<file path="config.mk">
export PLATFORM = sky130hd
export DESIGN_NAME = mul_seq_ctrl
export DESIGN_NICKNAME = d
export VERILOG_FILES = /design/src/rtl/mul_seq_ctrl.sv
export SDC_FILE = /design/constraint.sdc
export NUM_CORES = 1
export LEC_CHECK = 0
export CORE_AREA = 2 2 211 213
export DETAILED_ROUTE_END_ITERATION = 8
export DIE_AREA = 0 0 213 215
export PLACE_DENSITY = 0.73
export SKIP_LAST_GASP = 1
export SYNTH_ARGS = -nofsm -noshare
export SYNTH_HDL_FRONTEND = slang
export SYNTH_SLANG_ARGS = --single-unit
</file>
<file path="constraint.sdc">
create_clock -name clk -period 12.7 [get_ports clk]
set_clock_uncertainty 0.2 [all_clocks]
set_input_delay 1.905 -clock clk [delete_from_list [all_inputs] [get_ports clk]]
set_output_delay 1.905 -clock clk [all_outputs]
set_load 0.03 [all_outputs]
</file>
<file path="src/rtl/mul_seq_ctrl.sv">
// Multi-cycle sequencer for MUL/MULH/MULHSU/MULHU: four 16x16 partial products
// accumulated into a 64-bit unsigned product, then a signed high-word correction.
module mul_seq_ctrl #(
  parameter bit EARLY_OUT = 1'b1,
  parameter int PP_W      = 16
) (
  input  logic        clk,
  input  logic        rst_n,
  input  logic        start,
  input  logic [4:0]  alu_control,
  input  logic [31:0] alu_in1,
  input  logic [31:0] alu_in2,
  input  logic        flush,
  output logic        ready,
  output logic        busy,
  output logic        done,
  output logic [31:0] result
);

  localparam logic [4:0] OP_MUL    = 5'b10001;
  localparam logic [4:0] OP_MULH   = 5'b10010;
  localparam logic [4:0] OP_MULHSU = 5'b10011;
  localparam logic [4:0] OP_MULHU  = 5'b10100;

  typedef enum logic [1:0] {
    S_IDLE = 2'd0,
    S_MUL  = 2'd1,
    S_CORR = 2'd2,
    S_DONE = 2'd3
  } state_e;

  state_e      state_q, state_d;
  logic [1:0]  cnt_q, cnt_d;
  logic [63:0] acc_q, acc_d;
  logic [31:0] a_q, a_d;
  logic [31:0] b_q, b_d;
  logic [4:0]  op_q, op_d;
  logic [31:0] result_q, result_d;

  logic        is_mul;
  logic        accept;
  logic        zero_op;

  assign is_mul  = (alu_control >= OP_MUL) && (alu_control <= OP_MULHU);
  assign accept  = (state_q == S_IDLE) && start && is_mul && !flush;
  assign zero_op = (alu_in1 == 32'd0) || (alu_in2 == 32'd0);

  // Partial-product select: cnt[1] picks the a half, cnt[0] picks the b half.
  logic [PP_W-1:0]   pp_a, pp_b;
  logic [2*PP_W-1:0] pp;
  logic [6:0]        pp_sh;
  logic [63:0]       pp_ext;

  always_comb begin
    pp_a  = cnt_q[1] ? a_q[31:16] : a_q[15:0];
    pp_b  = cnt_q[0] ? b_q[31:16] : b_q[15:0];
    pp    = pp_a * pp_b;
    unique case (cnt_q)
      2'd0:    pp_sh = 7'd0;
      2'd3:    pp_sh = 7'(2 * PP_W);
      default: pp_sh = 7'(PP_W);
    endcase
    pp_ext = 64'(pp) << pp_sh;
  end

  // Signed correction of the unsigned high word, all mod 2^32.
  logic [31:0] hi_word, sub_a, sub_b, corr_res;

  always_comb begin
    hi_word = acc_q[63:32];
    sub_a   = a_q[31] ? b_q : 32'd0;
    sub_b   = b_q[31] ? a_q : 32'd0;
    unique case (op_q)
      OP_MUL:    corr_res = acc_q[31:0];
      OP_MULH:   corr_res = hi_word - sub_a - sub_b;
      OP_MULHSU: corr_res = hi_word - sub_a;
      default:   corr_res = hi_word;
    endcase
  end

  always_comb begin
    state_d  = state_q;
    cnt_d    = cnt_q;
    acc_d    = acc_q;
    a_d      = a_q;
    b_d      = b_q;
    op_d     = op_q;
    result_d = result_q;
    unique case (state_q)
      S_IDLE: begin
        if (accept) begin
          a_d   = alu_in1;
          b_d   = alu_in2;
          op_d  = alu_control;
          acc_d = 64'd0;
          cnt_d = 2'd0;
          if (EARLY_OUT && zero_op) begin
            state_d  = S_DONE;
            result_d = 32'd0;
          end else begin
            state_d = S_MUL;
          end
        end
      end
      S_MUL: begin
        acc_d = acc_q + pp_ext;
        cnt_d = cnt_q + 2'd1;
        if (cnt_q == 2'd3) state_d = S_CORR;
      end
      S_CORR: begin
        result_d = corr_res;
        state_d  = S_DONE;
      end
      default: state_d = S_IDLE;
    endcase
    // Abort wins over everything: drop to IDLE and leave all datapath state alone.
    if (flush) begin
      state_d  = S_IDLE;
      cnt_d    = cnt_q;
      acc_d    = acc_q;
      a_d      = a_q;
      b_d      = b_q;
      op_d     = op_q;
      result_d = result_q;
    end
  end

  always_ff @(posedge clk or negedge rst_n) begin
    if (!rst_n) begin
      state_q  <= S_IDLE;
      cnt_q    <= 2'd0;
      acc_q    <= 64'd0;
      a_q      <= 32'd0;
      b_q      <= 32'd0;
      op_q     <= 5'd0;
      result_q <= 32'd0;
    end else begin
      state_q  <= state_d;
      cnt_q    <= cnt_d;
      acc_q    <= acc_d;
      a_q      <= a_d;
      b_q      <= b_d;
      op_q     <= op_d;
      result_q <= result_d;
    end
  end

  assign ready  = (state_q == S_IDLE);
  assign busy   = (state_q != S_IDLE);
  assign done   = (state_q == S_DONE);
  assign result = result_q;

endmodule

</file>
==> summary.md <==
| Metric | Value |
|---|---|
| Run status | `finished, final reports clean` |
| Post-CTS Setup Inserts | `0` |
| Synth top area share | `17.86%` |
| Worst-case reg-to-reg path depth | `35` |
| CTS tree | `yes` |
| Rows | `77` |
| Clock Sinks | `169` |
| Hold wc startpoint | `result[21]$_DFFE_PN0P_` |
| Core ar. | `0.04364 mm^2` |
| RSZ-0062 raised after global routing | `no` |
| Tot GR Track Use | `38.76%` |
| IO Port Bufs | `107` |
| Crit Reg-Reg Endpoint | `acc_q[62]$_DFFE_PN0P_` |
| Setup_tns | `0 ns` |
| Synthesized instance count | `2845` |
| Later-pin clock latency in the skew report | `0.50 ns` |
| Layout cells sized above 1 | `6.547%` |
| Die W | `213 um` |
| Fill count | `3998` |
| Leading area contributor after synthesis | `dfrtp_1` |
| Post-synth EDFFs | `0` |
| Final-report setup violation count | `0` |
| CTS H-Tree Depth | `4` |
| Post-synthesis cell area | `0.02368 mm^2` |
| CTS Hold Bufs | `0` |
| Final hold slack | `0.2912 ns` |
| Hold path endpoint | `result[21]$_DFFE_PN0P_` |
| Worst Path Required | `12.92 ns` |
| Sequential area share after synthesis | `17.86%` |
| DRT Wirelength | `88.02 mm` |
| Cell area after placement | `0.02529 mm^2` |
| Worst setup SP type | `flip-flop` |
| Count leader, synth | `nand2_1` |
| Top-Level Pins | `108` |
| Distinct cell type count after synthesis | `73` |
| Finished Layout Cells | `3480` |
| HPWL Detailed | `71.54 mm` |
| Hold Path Stages | `1` |
| Slowest-stage cell, CP | `mux2i_1` |
| Initial antenna violation count | `0` |
| Slew margin rel. | `13.55%` |
| Ys Warns | `0` |
| Vias | `22.00k` |
| R2R setup slack | `1.42 ns` |
| WP data arrival | `11.50 ns` |
| # nets final | `3380` |
| Synthesized area per cell | `8.323 um^2` |
| Global-route wire length before repair | `131.2 mm` |
| Syn Nets | `3350` |
| Starting density of the core | `54.25%` |
| Final hold vios | `0` |
| Area grow syn2layout | `9.189%` |
| Post-CTS resize count | `0` |
| Post-synth ARST share | `100.0%` |
| Top delay family on crit path | `adder cells` |
| Die Area | `0.04580 mm^2` |
| Crit-path max FO | `14` |
| Drt pass-1 iters | `6` |
| Most frequent cells after synthesis | `393 x nand2_1, 266 x inv_1, 235 x ha_1, 233 x nor2_1, 197 x fa_1` |
| Root Buffer | `clkbuf_16` |
| Clk buf depth | `2` |
| Worst hold path type | `reg2reg` |
| Gpl congestion | `1.037` |
| Post-route DRC | `0` |
| Nature of the critical path endpoint | `flip-flop` |
| Final period util | `88.82%` |
| Crit-path most repeated cell | `fa_1` |
| DRT antenna net count | `0` |
| Synth Flop Type | `dfrtp_1` |
| Final instance area | `0.02585 mm^2` |
| CP Class | `reg2reg` |
| Maximum achievable frequency | `88.65 MHz` |
| DRT iter0 DRCs | `2427` |
| Slew Limit Fails | `0` |
| Die span in y | `215 um` |
| Synth Register Bits | `169` |
| Final Critical Period | `11.28 ns` |
| Worst slew pin tran | `1.264 ns` |
| Wirelength per Cell | `25.29 um` |
| Clk slew on worst S/H paths | `0.07 ns` |
| Total gr overflow | `0` |
| Vias per cell | `6.322` |
| Largest net degree at the start of global routing | `96` |
| Inst Count DP | `3448` |
| Max_cap viols | `0` |
| Vias in the first global route | `21.54k` |
| Max incr delay on CP | `0.93 ns` |
| CTS buffer count | `17` |
| Reg-to-reg startpoint | `cnt_q[1]$_DFFE_PN0P_` |
| Top cells by area, synth | `dfrtp_1 18%, fa_1 17%, ha_1 12%, nand2_1 6.2%, mux2_2 4.8%` |
| Buf/Inv on CP | `5` |
-- placed cells by master, fill, tap and decap left out, types with 23 or more instances in the layout --
master / n
a21o_1: 97
a21oi_1: 179
a31oi_1: 27
and2_1: 23
buf_4: 34
clkdlybuf4s50_1: 106
dfrtp_1: 169
fa_1: 197
ha_1: 235
inv_1: 266
mux2_2: 100
mux2i_1: 41
nand2_1: 393
nand2b_1: 31
nand3_1: 39
nand4_1: 38
nor2_1: 232
nor2b_1: 28
nor3_1: 25
nor4_1: 23
o21ai_0: 147
o22ai_1: 30
xnor2_1: 73
xor2_1: 69
-- per-layer routing --
metal,vias up,track usage [%],wire [um]
met3,182,8.987,9524
met1,10770,55.00,37310
li1,9868,-,-
met4,0,17.55,4262
met2,1180,55.98,36930
met5,-,0,0
-- how the worst max path moves through the flow --
stage / startpoint / endpoint / slack, ns / depth (start not counted)
after floorplan: cnt_q[1]$_DFFE_PN0P_ / acc_q[62]$_DFFE_PN0P_ / 2.90 / 38
after global placement: cnt_q[1]$_DFFE_PN0P_ / acc_q[62]$_DFFE_PN0P_ / 1.76 / 35
after detailed placement: cnt_q[1]$_DFFE_PN0P_ / acc_q[62]$_DFFE_PN0P_ / 1.66 / 35
after CTS: cnt_q[1]$_DFFE_PN0P_ / acc_q[62]$_DFFE_PN0P_ / 1.59 / 35
after global routing: cnt_q[1]$_DFFE_PN0P_ / acc_q[62]$_DFFE_PN0P_ / 0.93 / 35
final: cnt_q[1]$_DFFE_PN0P_ / acc_q[62]$_DFFE_PN0P_ / 1.42 / 35
-- worst reg2reg max path, delay by kind of cell, from the launching register on --
kind            cells  cell delay [ns]
compound gates     12             3.56
xor+xnor            1             0.18
fa+ha+maj           8             3.82
buf+inv             5             0.56
flops               1             0.62
mux                 2             1.22
simple gates        7             1.07
-- registers in the layout, indices dropped and copies added (netlist names) --
register / cells
acc_q: 64
a_q: 32
b_q: 32
result: 32
op_q: 5
cnt_q: 2
state_q: 2
-- cells by family (layout without fill, tap and decap cells) --
| kind of cell | after synthesis | after routing | share of synthesized area [%] |
|---|---|---|---|
| other cells | 0 | 1 | 0 |
| mux | 142 | 142 | 6.531 |
| compound gates | 666 | 666 | 17.94 |
| xor+xnor | 142 | 142 | 5.253 |
| simple gates | 898 | 898 | 17.04 |
| flops | 169 | 169 | 17.86 |
| buf+inv | 396 | 438 | 6.299 |
| fa+ha+maj | 432 | 432 | 29.07 |
-- stage by stage --
stage | setup WS, ns | util, %
floorplan | 2.899 | -
global placement | 1.760 | 57.94
detailed placement | 1.659 | 57.94
CTS | 1.592 | 59.23
global route | 0.9349 | 59.23
finish | 1.420 | 59.24
-- final cells by class --
| type | instances | area [um^2] | share of cell area [%] |
|---|---|---|---|
| inverters | 266 | 998.5 | 3.862 |
| clock buffers | 18 | 429.2 | 1.660 |
| diodes | 1 | 2.502 | 0.009679 |
| repair buffers | 141 | 1328 | 5.135 |
| multi-input cells | 2280 | 17990 | 69.59 |
| clock inverters | 13 | 133.9 | 0.5178 |
| flip-flops and latches | 169 | 4229 | 16.36 |
| well taps | 592 | 740.7 | 2.865 |
Power is not shown: default switching activity piles up to over one toggle a cycle in this logic, so the estimate is an artifact.
==> edit: new RTL, same flow settings <==
Remove the case item `OP_MULHSU` of the case on `op_q`.
--- a/src/rtl/mul_seq_ctrl.sv
+++ b/src/rtl/mul_seq_ctrl.sv
@@ -74,5 +74,4 @@
       OP_MUL:    corr_res = acc_q[31:0];
       OP_MULH:   corr_res = hi_word - sub_a - sub_b;
-      OP_MULHSU: corr_res = hi_word - sub_a;
       default:   corr_res = hi_word;
     endcase
Behaviour: not the same (Yosys sat finds a counterexample within 10 cycles, from zero or initial values and one cycle with rst_n low).
==> edit against the unedited design <==
- worst setup slack gained 0.0070 ns
- first-iteration DRC count down 7.9%
- sequential cell count unchanged
- synthesized cell count down 9.9%
- count of clock-buffer cells in the layout shrank 1
- wire length fell by 10%
- maximum frequency hardly changed
- die area stayed put
- area after synthesis decreased by 5.5%
- cell area shrank 4.7%
- critical endpoint is now acc_q[59]
Power is not shown: default switching activity piles up to over one toggle a cycle in this logic, so the estimate is an artifact.
==> edit: results <==
group,metric,value,unit
worst_hold_path,min_path_cells,2,
layout,fin_util,0.564,
yosys,synth.top_cells.by_area,"fa_1, dfrtp_1, ha_1",
placed_design,gp_congestion,1.02,
drt,wl_met1,32600,um
drt,dr_wl_met2,34700,um
drt,dr.max_layer_used,"met5",
placed_design,postPlaceCellArea,0.0240,mm2
layout,multi_input_area,0.0167,mm2
global_route,antenna_found_initial,3,
yosys,synth_area,0.0224,mm2
drt,met3_length,7580,um
placed_design,place_hpwl,64100,um
placed_design,post-place-ws,1.71,ns
global_route,grt_max_degree,95,
global_route,grt_pass1_wl,120000,um
layout,fill_cells,3934,
layout,sh_seq_area,0.172,
yosys,synth_common_cells,"nand2_1, inv_1, fa_1",
yosys,synth_cell_types,86,
yosys,synthesis.nets,3067,
worst_hold_path,hp-start,"result[27]",
outcome,status,"finished clean",
layout,num-multi-input-gates,2010,
worst_setup_path,cp_max_fo,21,
worst_hold_path,holdPathEnd,"result[27]",
worst_setup_path,slowest_delay,0.96,ns
yosys,ys_seq_area_frac,0.189,
layout,n_all_buffers,138,
sta,holdWs,0.285,ns
layout,inverters,272,
sta,slew_headroom,0.218,
layout,drive_gt1_frac,0.0744,
worst_setup_path,critPathSlowestCell,"dfrtp_1",
drt,drt_first_pass_iters,7,
drt,drt-initial-drc-count,2235,
worst_setup_path,ff2ff_path_depth,33,
yosys,syn_avg_cell_area,8.74,um2
-- edit: how the worst max path moves through the flow --
stage | start | end | slack (ns) | cells after the start
finish | cnt_q[1] | acc_q[59] | 1.43 | 33
detailed placement | cnt_q[1] | acc_q[59] | 1.71 | 33
global route | cnt_q[1] | acc_q[60] | 1.04 | 32
global placement | cnt_q[1] | acc_q[60] | 1.93 | 32
floorplan | cnt_q[1] | acc_q[59] | 2.63 | 37
CTS | cnt_q[1] | acc_q[59] | 1.67 | 33
-- edit: metal layers --
metal	track usage	vias to the layer above
met2	0.531	1065
li1	-	8809
met3	0.0709	221
met4	0.168	2
met1	0.484	9899
met5	0	-
-- edit: kinds of logic after synthesis --
family | after synthesis | synth area share
DFF | 169 | 0.189
buffers and inverters | 383 | 0.0646
and+or+nand+nor | 773 | 0.150
adders and majority gates | 432 | 0.317
AOI/OAI and AO/OA | 550 | 0.166
xor gates and xnor gates | 115 | 0.0450
muxes | 140 | 0.0682
